### src/rtl/vga_timing_pkg.sv
// vga_timing_pkg
// Shared VGA constants: the 640x480 @ 60 Hz timing set (sync-first
// coordinates, visible area hCount 144..783 / vCount 35..514) and the
// 12-bit RGB colour constants used by the game state machine and renderer.
package vga_timing_pkg;

    localparam int CNT_W           = 10;

    localparam int DEF_CLK_DIV     = 4;    // 100 MHz -> 25 MHz pixel rate
    localparam int DEF_H_TOTAL     = 800;
    localparam int DEF_H_SYNC      = 96;
    localparam int DEF_H_VIS_START = 144;
    localparam int DEF_H_VIS_END   = 784;
    localparam int DEF_V_TOTAL     = 525;
    localparam int DEF_V_SYNC      = 2;
    localparam int DEF_V_VIS_START = 35;
    localparam int DEF_V_VIS_END   = 515;

    localparam logic [11:0] COLOR_BLACK  = 12'h000;
    localparam logic [11:0] COLOR_WHITE  = 12'hFFF;
    localparam logic [11:0] COLOR_RED    = 12'hF00;
    localparam logic [11:0] COLOR_GREEN  = 12'h0F0;
    localparam logic [11:0] COLOR_BLUE   = 12'h00F;
    localparam logic [11:0] COLOR_YELLOW = 12'hFF0;

endpackage

### src/rtl/vga_timing_gen_if.sv
// vga_timing_gen_if
// Raster timing bundle from the generator (master) to its consumers (slave).
//   hCount/vCount : current raster position (sync-first coordinates)
//   bright        : position is inside the visible window
//   hSync/vSync   : active-low sync pins
//   pix_en        : one-clock pixel strobe
//   frame_tick    : one-clock pulse as the last visible line ends
interface vga_timing_gen_if;
    import vga_timing_pkg::*;

    logic [CNT_W-1:0] hCount;
    logic [CNT_W-1:0] vCount;
    logic             bright;
    logic             hSync;
    logic             vSync;
    logic             pix_en;
    logic             frame_tick;

    modport master (
        output hCount, vCount, bright, hSync, vSync, pix_en, frame_tick
    );

    modport slave (
        input  hCount, vCount, bright, hSync, vSync, pix_en, frame_tick
    );
endinterface

### src/rtl/pixel_enable_gen.sv
// pixel_enable_gen
// Divides the system clock down to a pixel strobe.
//   clk      : system clock
//   rst      : synchronous active-low reset
//   pix_en_o : high for one clock every CLK_DIV clocks (when div == CLK_DIV-1)
module pixel_enable_gen #(
    parameter int CLK_DIV = 4
) (
    input  logic clk,
    input  logic rst,
    output logic pix_en_o
);
    localparam int DIV_W = (CLK_DIV > 1) ? $clog2(CLK_DIV) : 1;
    localparam logic [DIV_W-1:0] DIV_MAX = DIV_W'(CLK_DIV - 1);

    logic [DIV_W-1:0] div_q, div_d;

    assign pix_en_o = (div_q == DIV_MAX);

    always_comb begin
        div_d = pix_en_o ? '0 : div_q + 1'b1;
    end

    always_ff @(posedge clk) begin
        if (!rst) div_q <= '0;
        else      div_q <= div_d;
    end
endmodule

### src/rtl/vga_timing_gen.sv
// vga_timing_gen
// 640x480 @ 60 Hz raster timing from the 100 MHz board clock.
//   clk : system clock
//   rst : synchronous active-low reset
//   vga : master modport -- hCount, vCount, bright, hSync, vSync, pix_en,
//         frame_tick. Decodes are combinational from the count registers,
//         so they line up with hCount/vCount with no extra latency.
module vga_timing_gen
    import vga_timing_pkg::*;
#(
    parameter int CLK_DIV     = DEF_CLK_DIV,
    parameter int H_TOTAL     = DEF_H_TOTAL,
    parameter int H_SYNC      = DEF_H_SYNC,
    parameter int H_VIS_START = DEF_H_VIS_START,
    parameter int H_VIS_END   = DEF_H_VIS_END,
    parameter int V_TOTAL     = DEF_V_TOTAL,
    parameter int V_SYNC      = DEF_V_SYNC,
    parameter int V_VIS_START = DEF_V_VIS_START,
    parameter int V_VIS_END   = DEF_V_VIS_END
) (
    input  logic               clk,
    input  logic               rst,
    vga_timing_gen_if.master   vga
);
    localparam logic [CNT_W-1:0] H_MAX   = CNT_W'(H_TOTAL - 1);
    localparam logic [CNT_W-1:0] V_MAX   = CNT_W'(V_TOTAL - 1);
    localparam logic [CNT_W-1:0] H_SW    = CNT_W'(H_SYNC);
    localparam logic [CNT_W-1:0] V_SW    = CNT_W'(V_SYNC);
    localparam logic [CNT_W-1:0] H_VS    = CNT_W'(H_VIS_START);
    localparam logic [CNT_W-1:0] H_VE    = CNT_W'(H_VIS_END);
    localparam logic [CNT_W-1:0] V_VS    = CNT_W'(V_VIS_START);
    localparam logic [CNT_W-1:0] V_VE    = CNT_W'(V_VIS_END);
    localparam logic [CNT_W-1:0] V_LAST  = CNT_W'(V_VIS_END - 1);

    logic             pix_en;
    logic [CNT_W-1:0] h_q, h_d;
    logic [CNT_W-1:0] v_q, v_d;

    pixel_enable_gen #(.CLK_DIV(CLK_DIV)) u_pix_en (
        .clk      (clk),
        .rst      (rst),
        .pix_en_o (pix_en)
    );

    // vCount only moves when hCount wraps; both wrap together at the
    // bottom-right corner.
    always_comb begin
        h_d = h_q;
        v_d = v_q;
        if (pix_en) begin
            if (h_q == H_MAX) begin
                h_d = '0;
                v_d = (v_q == V_MAX) ? '0 : v_q + 1'b1;
            end else begin
                h_d = h_q + 1'b1;
            end
        end
    end

    always_ff @(posedge clk) begin
        if (!rst) begin
            h_q <= '0;
            v_q <= '0;
        end else begin
            h_q <= h_d;
            v_q <= v_d;
        end
    end

    assign vga.hCount     = h_q;
    assign vga.vCount     = v_q;
    assign vga.pix_en     = pix_en;
    assign vga.hSync      = !(h_q < H_SW);
    assign vga.vSync      = !(v_q < V_SW);
    assign vga.bright     = (h_q >= H_VS) && (h_q < H_VE) &&
                            (v_q >= V_VS) && (v_q < V_VE);
    // Pulses on the strobe that ends the last visible line, giving game
    // logic the whole vertical blanking interval to update positions.
    assign vga.frame_tick = pix_en && (h_q == H_MAX) && (v_q == V_LAST);
endmodule

### src/flat_wrapper.sv
// flat-port wrapper written by rule: the top's interface ports become plain ports
module vga_timing_gen_flat import vga_timing_pkg::*;
#(
    parameter int CLK_DIV     = DEF_CLK_DIV,
    parameter int H_TOTAL     = DEF_H_TOTAL,
    parameter int H_SYNC      = DEF_H_SYNC,
    parameter int H_VIS_START = DEF_H_VIS_START,
    parameter int H_VIS_END   = DEF_H_VIS_END,
    parameter int V_TOTAL     = DEF_V_TOTAL,
    parameter int V_SYNC      = DEF_V_SYNC,
    parameter int V_VIS_START = DEF_V_VIS_START,
    parameter int V_VIS_END   = DEF_V_VIS_END
)
  (clk, rst, vga_hCount, vga_vCount, vga_bright, vga_hSync, vga_vSync, vga_pix_en, vga_frame_tick);
  vga_timing_gen_if vga_i ();
  input  logic clk;
  input  logic rst;
  output wire logic [$bits(vga_i.hCount)-1:0] vga_hCount;
  output wire logic [$bits(vga_i.vCount)-1:0] vga_vCount;
  output wire logic [$bits(vga_i.bright)-1:0] vga_bright;
  output wire logic [$bits(vga_i.hSync)-1:0] vga_hSync;
  output wire logic [$bits(vga_i.vSync)-1:0] vga_vSync;
  output wire logic [$bits(vga_i.pix_en)-1:0] vga_pix_en;
  output wire logic [$bits(vga_i.frame_tick)-1:0] vga_frame_tick;
  assign vga_hCount = vga_i.hCount;
  assign vga_vCount = vga_i.vCount;
  assign vga_bright = vga_i.bright;
  assign vga_hSync = vga_i.hSync;
  assign vga_vSync = vga_i.vSync;
  assign vga_pix_en = vga_i.pix_en;
  assign vga_frame_tick = vga_i.frame_tick;
  vga_timing_gen #(.CLK_DIV(CLK_DIV), .H_TOTAL(H_TOTAL), .H_SYNC(H_SYNC), .H_VIS_START(H_VIS_START), .H_VIS_END(H_VIS_END), .V_TOTAL(V_TOTAL), .V_SYNC(V_SYNC), .V_VIS_START(V_VIS_START), .V_VIS_END(V_VIS_END)) u_core (.clk(clk), .rst(rst), .vga(vga_i));
endmodule
### config.mk
export PLATFORM = sky130hd
export DESIGN_NAME = vga_timing_gen_flat
export DESIGN_NICKNAME = d
export VERILOG_FILES = /design/src/rtl/vga_timing_pkg.sv /design/src/rtl/vga_timing_gen_if.sv /design/src/rtl/pixel_enable_gen.sv /design/src/rtl/vga_timing_gen.sv /design/src/flat_wrapper.sv
export SDC_FILE = /design/constraint.sdc
export NUM_CORES = 1
export LEC_CHECK = 0
export CAP_MARGIN = 20
export CELL_PAD_IN_SITES_DETAIL_PLACEMENT = 1
export CELL_PAD_IN_SITES_GLOBAL_PLACEMENT = 1
export CORE_MARGIN = 2
export CORE_UTILIZATION = 40
export DETAILED_ROUTE_END_ITERATION = 8
export PLACE_DENSITY = 0.86
export SYNTH_ARGS = -nofsm -noshare
export SYNTH_HDL_FRONTEND = slang
export SYNTH_SLANG_ARGS = --single-unit
### constraint.sdc
create_clock -name clk -period 4.8 [get_ports clk]
set_input_delay 0.96 -clock clk [delete_from_list [all_inputs] [get_ports clk]]
set_output_delay 0.96 -clock clk [all_outputs]
set_load 0.03 [all_outputs]
======== After elaboration in Yosys (flattened, before gate mapping) ========
Index checks and enable logic that the tools add are counted.
W data, S select, Z words.
word-level totals
  register bits after elaboration ......... 22
  input port bits ......................... 2
  output and inout bits ................... 25
  logic and storage cells ................. 28
operators by class
  $add $sub $neg .......................... 3
  magnitude comparators ................... 6
  eq/ne operators ......................... 4
  mux-type cells .......................... 2
  bitwise logic cells ..................... 1
  reduce and logical (&&, ||, !) cells .... 9
operators by type and width
  operator                 number
  $eq A10 B10 Y1 const B   3
  $add A10 B1 Y10 const B  2
  $lt A10 B10 Y1 const B   2
  $mux W10                 2
  $ge A10 B6 Y1 const B    1
  $ge A10 B8 Y1 const B    1
  $lt A10 B2 Y1 const B    1
  $lt A10 B7 Y1 const B    1
  $logic_and A1 B1 Y1      5
  $add A2 B1 Y2 const B    1
  $eq A2 B2 Y1 const B     1
  $logic_not A1 Y1         2
  $reduce_and A2 Y1        1
  $reduce_or A2 Y1         1
  $not A1 Y1               1

======== Depth between registers and ports, before layout ========
Gate-level depths: netlist (run 1).
  depth in word-level cells ............... 4
  depth in mapped cells ................... 6
  mapped depth without buffers ............ 6

======== Modules after synthesis ========
Synthesis (run 1) repeated with hierarchy kept, for this count alone.
second synthesis, totals
  cell total of the unflattened synthesis .. 140
  area, all modules ....................... 1223.7 µm²
modules (own cells, without submodules)
  module            times used  cells each  area an instance (µm²)  sequential area each (µm²)
  vga_timing_gen    1           135         1149.9                  400.4
  pixel_enable_gen  1           5           73.8                    40.0

======== Least setup slack after synthesis (run 1) ========
Ideal clock, no wire load.
  kind .................................... register to output
  from .................................... register u_core.h_q[5], in the netlist u_core.vga.hCount[5]
  to ...................................... output vga_bright
  arrival time ............................ 1.990 ns
  data required time ...................... 3.840 ns
  path slack .............................. 1.850 ns
  stages on the path, launching flop included .. 6
  path buffers ............................ 1
  path through ............................ dfxtp_1 -> buf_6 -> or4_1 -> nand3_1 -> o31ai_1 -> a211oi_1
on the way
  word-level cells in the longest chain between the ends .. 4
  elaborated cells between the ends (all ways) .. 5
  those cells by class .................... 2 x order compare; 3 x reduce/logical
ends and longest elaborated chain
  element                                                 RTL line              RTL
  start: declaration                                      vga_timing_gen.sv:36  logic [CNT_W-1:0] h_q, h_d;
  start signal: assignment                                vga_timing_gen.sv:62  h_q <= '0;
  start signal: assignment                                vga_timing_gen.sv:65  h_q <= h_d;
  $ge A10 B8 Y1 / $lt A10 B10 Y1 (equally long branches)  vga_timing_gen.sv:75  assign vga.bright = (h_q >= H_VS) && (h_q < H_VE) &&
  $logic_and A1 B1 Y1 * (2 in series)                     vga_timing_gen.sv:75
  $logic_and A1 B1 Y1 *                                   vga_timing_gen.sv:76  (v_q >= V_VS) && (v_q < V_VE);
  end: declaration                                        flat_wrapper.sv:20    output wire logic [$bits(vga_i.bright)-1:0] vga_bright;
Every way passes the cells marked *; elsewhere a longest branch is shown, timed or not.

======== Worst setup path in the final report (run 1) ========
  from .................................... register u_core.u_pix_en.div_q[0]
  to ...................................... output vga_frame_tick
on the way
  word-level cells in the longest chain between the ends .. 3
ends and longest elaborated chain
  element                            RTL line                RTL
  start: declaration                 pixel_enable_gen.sv:16  logic [DIV_W-1:0] div_q, div_d;
  start signal: assignment           pixel_enable_gen.sv:26  else div_q <= div_d;
  $eq A2 B2 Y1                       pixel_enable_gen.sv:18  assign pix_en_o = (div_q == DIV_MAX);
  $logic_and A1 B1 Y1 (2 in series)  vga_timing_gen.sv:79    assign vga.frame_tick = pix_en && (h_q == H_MAX) && (v_q == V_LAST);
  end: declaration                   flat_wrapper.sv:24      output wire logic [$bits(vga_i.frame_tick)-1:0] vga_frame_tick;
Every way passes these cells.

==> results.md, run 1 <==
* CP Launch Type: flop
* Internal cell power at roughly 220 uW
* Required @ worst endpoint at roughly 3800 ps
* Clock Path Buffers at 2
* Worst Hold Launch: u_core.u_pix_en.div_q[0]
* Xor/xnor share of the synthesized area at under 10%
* Count of warnings emitted by yosys at 0
* Pwr Density at 184 nW/um^2
* Crit Path Class: flop to output pin
* Post-CTS Resized at 0
* Hold path depth at 1
* Post-synthesis sequential area ratio at 34.7%
* Clk Latency, worst-skew pair at 310 ps
* Worst R2R End: u_core.vga.vCount[9]
* Area contributors post-synth: dfxtp_1 35%, xnor2_1 6.2%, ha_1 5.9%
* Async S/R FF share, synth at 0%
* Worst Hold Endpoint: u_core.u_pix_en.div_q[0]
* Largest family of logic cells by synthesized area: simple AND/OR/NAND/NOR gates
* Seq cells post-synth at 22
* Crit-path max cell delay at 700 ps
* Core area at approximately 3000 sq um
* Syn Area/Cell at between 8 and 9 sq um
* Gpl congestion at 0.749
* Max_slew headroom at between 60% and 70%
* Port bufs at 26
* Total wire length at about 3100 um
* TritonCTS clock tree: yes
* Slowest-stage cell, CP: clkdlybuf4s50_1
* DP Cell Count at slightly above 200
* Seq pwr share at 65.2%
* Vias in the first global route at approximately 1100
* Reg2reg start: u_core.u_pix_en.div_q[0]
* Worst-Margin Slew at ~480 ps
* Detailed Route Iter0 Violations at 37
* Starting Density at roughly two fifths
* Status: complete, no violations
* Worst-path clk slew at ~120 ps
* Mux cell area share after synthesis at under 10%
* Residual DRC at 0
* ANT nets after route at 0
* F_max at between 0.2 and 0.3 GHz
* CTS Hold Bufs at 0
* Synth cell types at 44
* Min Hold Slack at between 400 and 500 ps
* Ys flop type: dfxtp_1
* Combinational share of power at under 10%
* # H-tree levels at 1
* Gr usage total at 19.4%
* Post-Syn Nets at 150
* Clock share of power at 29.0%
* FP Rows at 20
* Largest net degree at the start of global routing at 14
* Synth top area share at about a third
* Clock skew at between 8 and 9 ps
* Adder-Cell Fraction of Synth Area at roughly 5.9%
* Non-Filler Instances at between 200 and 250
* Switching share of total power at a little under a quarter
* Num CTS Buffers at 3
* Die area at 3640 sq um
* Maximum vdd ir drop at approximately 0.18 mV
* RSZ-0062 raised after global routing: no
* Via Count at between 1000 and 1500
* First-pass DRT Iterations at 4
* Net Sw Power at 65.8 uW
* CTS sink count at 22
* Detail Placement HPWL at roughly 2300 um
* Pins Over Slew Limit at 0
* Post-synth EDFFs at 0
* Post-layout min period at ~3400 ps
* Share of cells above drive strength 1 at around 6.7%
* Post-Syn Area at 1270 sq um
* Io pins at 27
* Cell Chain, Critical Path: ha_1, and2_2, nand4_4, nor3_1, clkdlybuf4s50_1
* Final Hold Viols at 0
* Syn Inst Count at roughly 140
* Area leader, netlist: dfxtp_1
* Leak pwr at ~0.55 nW
* Clock root buffer: clkbuf_4
* Congestion Overflow GR at 0
* Data arrival, critical path at between 2000 and 2500 ps
* Synth Area in Compound Gates at about a tenth
* First-pass GRT wire length at around 5300 um
* Simple-Gate Fraction of Synth Area at 34.8%
* Hold WC Path Type: flop to flop
* Final worst path period share at between 70 and 80%
* Initial antenna violation count at 0
* Setup violators final at 0
* Vias per Instance at approximately 5.4
* Worst reg-to-reg path cell count at 5
* Maxcap violations at 0
* DR WL/cell at around 15 um
* Setup Buffers After CTS at 0
* Die width at 60.3 um
* Setup_tns at 0 ps
* CP max FO at 11
* Die height at a little over 60 um
* Nets at around 170
* ANT cells at 0
* CP Capture Type: output pin
* Reg-to-reg slack, setup at about 2900 ps
* Syn-to-layout area delta at 23.0%
-- cell usage in the layout, fill, tap and decap left out, types with 4 or more instances in the layout --
cell / count
clkdlybuf4s50_1: 26
ha_1: 6
or3_1: 6
dfxtp_1: 22
inv_1: 5
nor3_1: 6
nor2_1: 10
a21oi_1: 4
xnor2_1: 9
nand2_1: 10
nand4_1: 6
nand3_1: 8
-- registers in the layout, summed over array words and instances, names as in the netlist --
signal	flops
u_core.vga.hCount	10
u_core.vga.vCount	10
u_core.u_pix_en.div_q	2
-- layer usage --
metal	vias up	track usage, %	wire length, um
met4	0	6.03	27
met3	4	3.20	79
met5	-	0	0
met2	20	32.5	1540
met1	547	25.6	1460
li1	555	-	-
-- power groups by stage --
stage                     logic [mW]  clock network, mW  registers (mW)
after CTS                     0.0172             0.0865           0.187
after floorplan              0.00973                  0           0.193
after detailed placement      0.0171                  0           0.191
final                         0.0168             0.0832           0.187
after global routing          0.0188             0.0946           0.188
after global placement        0.0161                  0           0.191
-- layout make-up --
| class | instances | area [sq um] |
|---|---|---|
| Inverter | 5 | 18.8 |
| Clock buffer | 3 | 22.5 |
| Sequential cell | 22 | 440 |
| Timing Repair Buffer | 26 | 260 |
| Multi-Input combinational cell | 107 | 764 |
| Fill cell | 356 | 1470 |
| Tap cell | 44 | 55.1 |
-- kinds of logic after synthesis --
| logic type | after synthesis |
|---|---|
| AOI/OAI and AO/OA | 17 |
| xor gates and xnor gates | 11 |
| adders and majority gates | 6 |
| buffers and inverters | 13 |
| DFF | 22 |
| muxes | 3 |
| and+or+nand+nor | 70 |
-- worst max-delay path by stage --
stage	start	end	slack, ps	depth (start not counted)
final	u_core.u_pix_en.div_q[0]	vga_frame_tick	1410	5
after global routing	u_core.u_pix_en.div_q[0]	vga_frame_tick	1250	5
after CTS	u_core.u_pix_en.div_q[0]	vga_frame_tick	1370	5
after detailed placement	u_core.u_pix_en.div_q[0]	vga_frame_tick	1740	5
after global placement	u_core.vga.hCount[5]	vga_bright	1830	5
after floorplan	u_core.vga.hCount[5]	vga_bright	1850	5
-- cell usage after synthesis (2+ instances only) --
cell	instances
nand2_1	10
nand3_1	8
and3_1	2
buf_2	4
mux2i_1	2
nand3b_1	2
ha_1	6
and4_1	2
dfxtp_1	22
o21ai_0	3
a21oi_1	4
or3_1	6
o31ai_1	2
clkbuf_1	2
nor3_1	6
and2_1	3
nor2_1	10
nand4_1	6
nor3b_1	2
xnor2_1	9
or4_1	2
xor2_1	2
inv_1	5
nor2b_1	2
-- critical path, delay by kind of cell (launching register included) --
| kind | cells | cell delay, ps |
|---|---|---|
| AND/OR/NAND/NOR | 3 | 700 |
| buffers and inverters | 1 | 700 |
| adder cells (fa/ha/maj) | 1 | 370 |
| flip-flops | 1 | 360 |
-- per-stage QoR --
step	cell area [sq um]	worst slack [ps]	power, mW	util, %
finish	1560	1410	0.287	51.6
floorplan	1270	1850	0.202	-
CTS	1560	1370	0.291	51.6
global route	1560	1250	0.301	51.6
detailed placement	1540	1740	0.209	50.8
global placement	1540	1830	0.207	50.8
Note: power is estimated with default switching activity, not from simulation.
==> inputs of run 2 (changes only) <==
Settings changed: CORE_UTILIZATION 40 to 37, PLACE_DENSITY 0.86 to 0.81.
Clock period 4.8 ns to 3.25 ns, I/O delays scaled along.
==> results.md, run 2 (synthesis gave the netlist of run 1 again) <==
* Dpl ws at 513 ps (-1230 ps)
* Largest net degree at the start of global routing at 14 (unchanged)
* F_max at roughly 0.33 GHz
* Most common cell after layout, fill and taps aside: clkdlybuf4s50_1
* Setup Buffers After CTS at 0 (unchanged)
* Via Count at 1153 (+2.4%)
* Maximum vdd ir drop at 0.233 mV (+26%)
* Pwr Density at 286 nW/um^2 (+55%)
* CTS Hold Bufs at 0 (unchanged)
* TritonCTS clock tree: yes
* Clock root buffer: clkbuf_4
* DP Cell Count at 207 (+1.5%)
* Crit Path Class: flop to output pin
* Clk Latency, worst-skew pair at 300 ps (about the same)
* CP Capture Type: output pin
* First-pass DRT Iterations at 3 (-1)
* Leak pwr at 0.566 nW (+2.3%)
* Total wire length at 3160 um (+1.6%)
* Final worst path period share at between 90% and 100%
* Vias in the first global route at 1163 (+3.7%)
* Detailed Route Iter0 Violations at 61 (+65%)
* Data arrival, critical path at 2420 ps (about the same)
* Num CTS Buffers at 3 (unchanged)
* Die height at 62.6 um (+3.7%)
* CP Launch Type: flop
* Post-Place Cell Area at 1550 sq um (+0.65%)
* CP max FO at 8 (-3)
* Port bufs at 26 (unchanged)
* Setup_tns at 0 ps (unchanged)
* Hold WC Path Type: flop to flop
* Congestion Overflow GR at 0 (unchanged)
* Vias per Instance at 5.46 (+0.46%)
* Finished Core Util at 47.9% (-3.7 points)
* Final Hold Viols at 0 (unchanged)
* Design Area, Final at 1590 sq um (+1.5%)
* Clock skew at 2.55 ps (-6.40 ps)
* First-pass GRT wire length at 5600 um (+4.8%)
* Die area at 3920 sq um (+7.6%)
* FP Rows at 21 (+5.0%)
* Starting Density at 38.4% (-3.6 points)
* ANT nets after route at 0 (unchanged)
* Status: complete, no violations
* # H-tree levels at 1 (unchanged)
* Worst-path clk slew at 120 ps (about the same)
* # fillers at 415 (+17%)
* Max_slew headroom at 67.2% (-0.58 points)
* Clock Path Buffers at 2 (unchanged)
* Maxcap violations at 0 (unchanged)
* ANT cells at 0 (unchanged)
* Pins Over Slew Limit at 0 (unchanged)
* Post-CTS Resized at 0 (unchanged)
* Post-layout min period at 3070 ps
* Most frequent cells in the layout: 26 x clkdlybuf4s50_1, 22 x dfxtp_1, 10 x nor2_1, 10 x nand2_1, 9 x xnor2_1
* Nets at 174 (+0.58%)
* DR WL/cell at 15.0 um (-0.29%)
* Share of cells above drive strength 1 at 7.88% (+1.1 points)
* Worst-Margin Slew at 480 ps (-2.20 ps)
* Detail Placement HPWL at 2450 um (+5.9%)
* Io pins at 27 (unchanged)
* Post-route setup slack at 181 ps (-1230 ps)
* Non-Filler Instances at 211 (+1.9%)
* Core area at 3310 sq um (+9.3%)
* RSZ-0062 raised after global routing: no
* Setup violators final at 0 (unchanged)
* CTS sink count at 22 (unchanged)
* Initial antenna violation count at 0 (unchanged)
* Syn-to-layout area delta at 24.8%
* Gpl congestion at 0.799 (+6.8%)
* Residual DRC at 0 (unchanged)
* Die width at 62.6 um (+3.7%)
* Gr usage total at 17.6% (-1.8 points)
* Required @ worst endpoint at 2600 ps (-1240 ps)
==> run 2: cell types whose count changed in the layout (fill, tap and decap cells not counted), sizes merged <==
cell / change
buf: +1
clkbuf: +1
==> run 2: area by class of cell <==
type	count	area [sq um]	share of cell area (%)
Multi-Input combinational cell	107	764	48.2
Sequential cell	22	440	27.8
Timing Repair Buffer	27	268	16.9
Tap cell	46	57.6	3.63
Clock buffer	4	36.3	2.29
Inverter	5	18.8	1.18
==> run 2: layer usage <==
| layer | vias up | share of wire, % | routed length, um | global-route usage [%] |
|---|---|---|---|---|
| met5 | - | 0 | 0 | 0 |
| met4 | 0 | 0.92 | 29 | 3.33 |
| met3 | 4 | 2.6 | 83 | 2.34 |
| met2 | 17 | 51 | 1610 | 32.3 |
| met1 | 571 | 46 | 1440 | 22.0 |
| li1 | 561 | - | - | - |
==> run 2: worst paths after layout <==
check	start	cells after the start	slack, ps	end
worst max register to register	u_core.vga.hCount[0]	5	1290	u_core.vga.vCount[9]
worst max-delay path	u_core.vga.hCount[0]	5	180	vga_frame_tick
worst min register to register	u_core.u_pix_en.div_q[0]	1	440	u_core.u_pix_en.div_q[0]
worst min-delay path	u_core.u_pix_en.div_q[0]	1	440	u_core.u_pix_en.div_q[0]
==> run 2: power by group <==
part	total (mW)	internal (mW)	switching, mW
sequential	0.277	0.274	0.00278
clock	0.151	0.0684	0.0825
combinational	0.0260	0.0109	0.0151
total	0.454	0.353	0.100
==> run 2: metrics by stage <==
stage	hold slack [ps]	power, mW
detailed placement	433	0.309
finish	441	0.454
global route	474	0.479
global placement	412	0.307
floorplan	403	0.299
CTS	450	0.459
==> run 2: critical path, stage by stage (launching register included) <==
cell             delay, ps
dfxtp_1                440
ha_1                   260
and3_1                 310
nand4_4                190
nor3_1                 210
clkdlybuf4s50_1        700
==> inputs of run 3 (changes only) <==
Settings changed: MAX_ROUTING_LAYER set to met4.
==> results.md, run 3 (synthesis gave the netlist of run 1 again) <==
* Post-CTS Resized at 0 (unchanged)
* Leak pwr at 0.566 nW (unchanged)
* First-pass DRT Iterations at 4 (+1)
* Via Count at 1150 (-0.26%)
* DR WL/cell at 14.9 um (-0.63%)
* Most common cell after layout, fill and taps aside: clkdlybuf4s50_1
* Maximum vdd ir drop at 0.231 mV (-0.64%)
* Clock skew at 1.59 ps (-0.966 ps)
* Die height at 62.6 um (unchanged)
* Final Hold Viols at 0 (unchanged)
* Maxcap violations at 0 (unchanged)
* # H-tree levels at 1 (unchanged)
* Setup_tns at 0 ps (unchanged)
* RSZ-0062 raised after global routing: no
* DP Cell Count at 207 (unchanged)
* Global-route met3 utilization at 2.16% (-0.18 points)
* Crit Path Class: flop to output pin
* Vias in the first global route at 1160 (-0.26%)
* Detailed Route Iter0 Violations at 64 (+4.9%)
* Gr usage total at 18.1% (+0.46 points)
* Detail Placement HPWL at 2450 um (unchanged)
* Worst reg-to-reg path cell count at 5 (unchanged)
* Gpl congestion at 0.811 (+1.4%)
* Data arrival, critical path at 2430 ps (about the same)
* Status: complete, no violations
* Die area at 3920 sq um (unchanged)
* F_max at 0.325 GHz (-0.22%)
* Worst-path clk slew at 120 ps (about the same)
* Slowest-stage cell, CP: clkdlybuf4s50_1
* CP Launch Type: flop
* Setup Buffers After CTS at 0 (unchanged)
* Vias per Instance at 5.45 (-0.26%)
* Port bufs at 26 (unchanged)
* Non-Filler Instances at 211 (unchanged)
* CTS sink count at 22 (unchanged)
* Congestion Overflow GR at 0 (unchanged)
* ANT cells at 0 (unchanged)
* Pwr Density at 285 nW/um^2 (-0.31%)
* Grt met1 use at 21.8% (-0.22 points)
* Required @ worst endpoint at 2600 ps (about the same)
* Setup violators final at 0 (unchanged)
* Post-layout min period at 3080 ps (+6.73 ps)
* Worst-Margin Slew at 482 ps (+1.39 ps)
* FP Rows at 21 (unchanged)
* Clk Latency, worst-skew pair at 300 ps (about the same)
* Crit-path max cell delay at 700 ps (about the same)
* Syn-to-layout area delta at 24.8% (unchanged)
* ANT nets after route at 0 (unchanged)
* Hold path depth at 1 (unchanged)
* First-pass GRT wire length at 5580 um (-0.36%)
* Hold WC Path Type: flop to flop
* Clock Path Buffers at 2 (unchanged)
* Initial antenna violation count at 0 (unchanged)
* Pins Over Slew Limit at 0 (unchanged)
* Most frequent cells in the layout: 26 x clkdlybuf4s50_1, 22 x dfxtp_1, 10 x nor2_1, 10 x nand2_1, 9 x xnor2_1
* CP Capture Type: output pin
* Post-Place Cell Area at 1550 sq um (unchanged)
* Nets at 174 (unchanged)
* # fillers at 415 (unchanged)
* Cell Chain, Critical Path: ha_1, and3_1, nand4_4, nor3_1, clkdlybuf4s50_1
* CP max FO at 8 (unchanged)
* Io pins at 27 (unchanged)
* Gr busiest metal: met2
* Core area at 3310 sq um (unchanged)
* CTS Hold Bufs at 0 (unchanged)
* Share of cells above drive strength 1 at 7.88% (unchanged)
* Largest net degree at the start of global routing at 14 (unchanged)
* Met2 usage in global routing at 32.5% (+0.27 points)
* Clock root buffer: clkbuf_4
* TritonCTS clock tree: yes
* Total wire length at 3140 um (-0.63%)
* Num CTS Buffers at 3 (unchanged)
* Starting Density at 38.4% (unchanged)
* Final worst path period share at 94.6% (+0.21 points)
* Min Hold Slack at 441 ps (-0.498 ps)
* Design Area, Final at 1590 sq um (unchanged)
* Die width at 62.6 um (unchanged)
* Max_slew headroom at 67.1% (-0.095 points)
* Residual DRC at 0 (unchanged)
[run 3: cell counts in the layout (fill, tap and decap cells not counted)]
No cell type changed its count.
[run 3: power breakdown]
group          internal (mW)  switching [mW]  total, mW
Sequential             0.274         0.00278      0.277
Clock                 0.0683          0.0813      0.150
Combinational         0.0109          0.0150     0.0259
Total                  0.353          0.0991      0.452
[run 3: layer usage]
metal / share of wire [%] / up-vias / routed length (um)
li1: - / 560 / -
met1: 45 / 569 / 1420
met2: 51 / 17 / 1620
met3: 2.4 / 4 / 74
met4: 0.92 / 0 / 29
met5: 0 / - / 0
[run 3: cell type report]
class	count	area, sq um	area share, %
Clock buffer	4	36.3	2.29
Inverter	5	18.8	1.18
Multi-Input combinational cell	107	764	48.2
Sequential cell	22	440	27.8
Tap cell	46	57.6	3.63
Timing Repair Buffer	27	268	16.9
[run 3: worst paths after layout]
| path | start | endpoint | slack, ps |
|---|---|---|---|
| max | u_core.vga.hCount[0] | vga_frame_tick | 170 |
| max reg2reg | u_core.vga.hCount[0] | u_core.vga.vCount[9] | 1280 |
| min | u_core.u_pix_en.div_q[0] | u_core.u_pix_en.div_q[0] | 440 |
| min reg2reg | u_core.u_pix_en.div_q[0] | u_core.u_pix_en.div_q[0] | 440 |
[run 3: stage by stage]
step	power [mW]	setup WS, ps	util [%]
after floorplan	0.299	610	-
after global placement	0.307	584	46.8
after detailed placement	0.309	513	46.8
after CTS	0.459	151	47.9
after global routing	0.479	13.6	47.9
final	0.452	174	47.9
[run 3: critical path: cells and delay by family (launching register included)]
kind,cells,cell delay (ps)
buffers and inverters,1,700
flip-flops,1,440
AND/OR/NAND/NOR,3,720
adder cells (fa/ha/maj),1,260
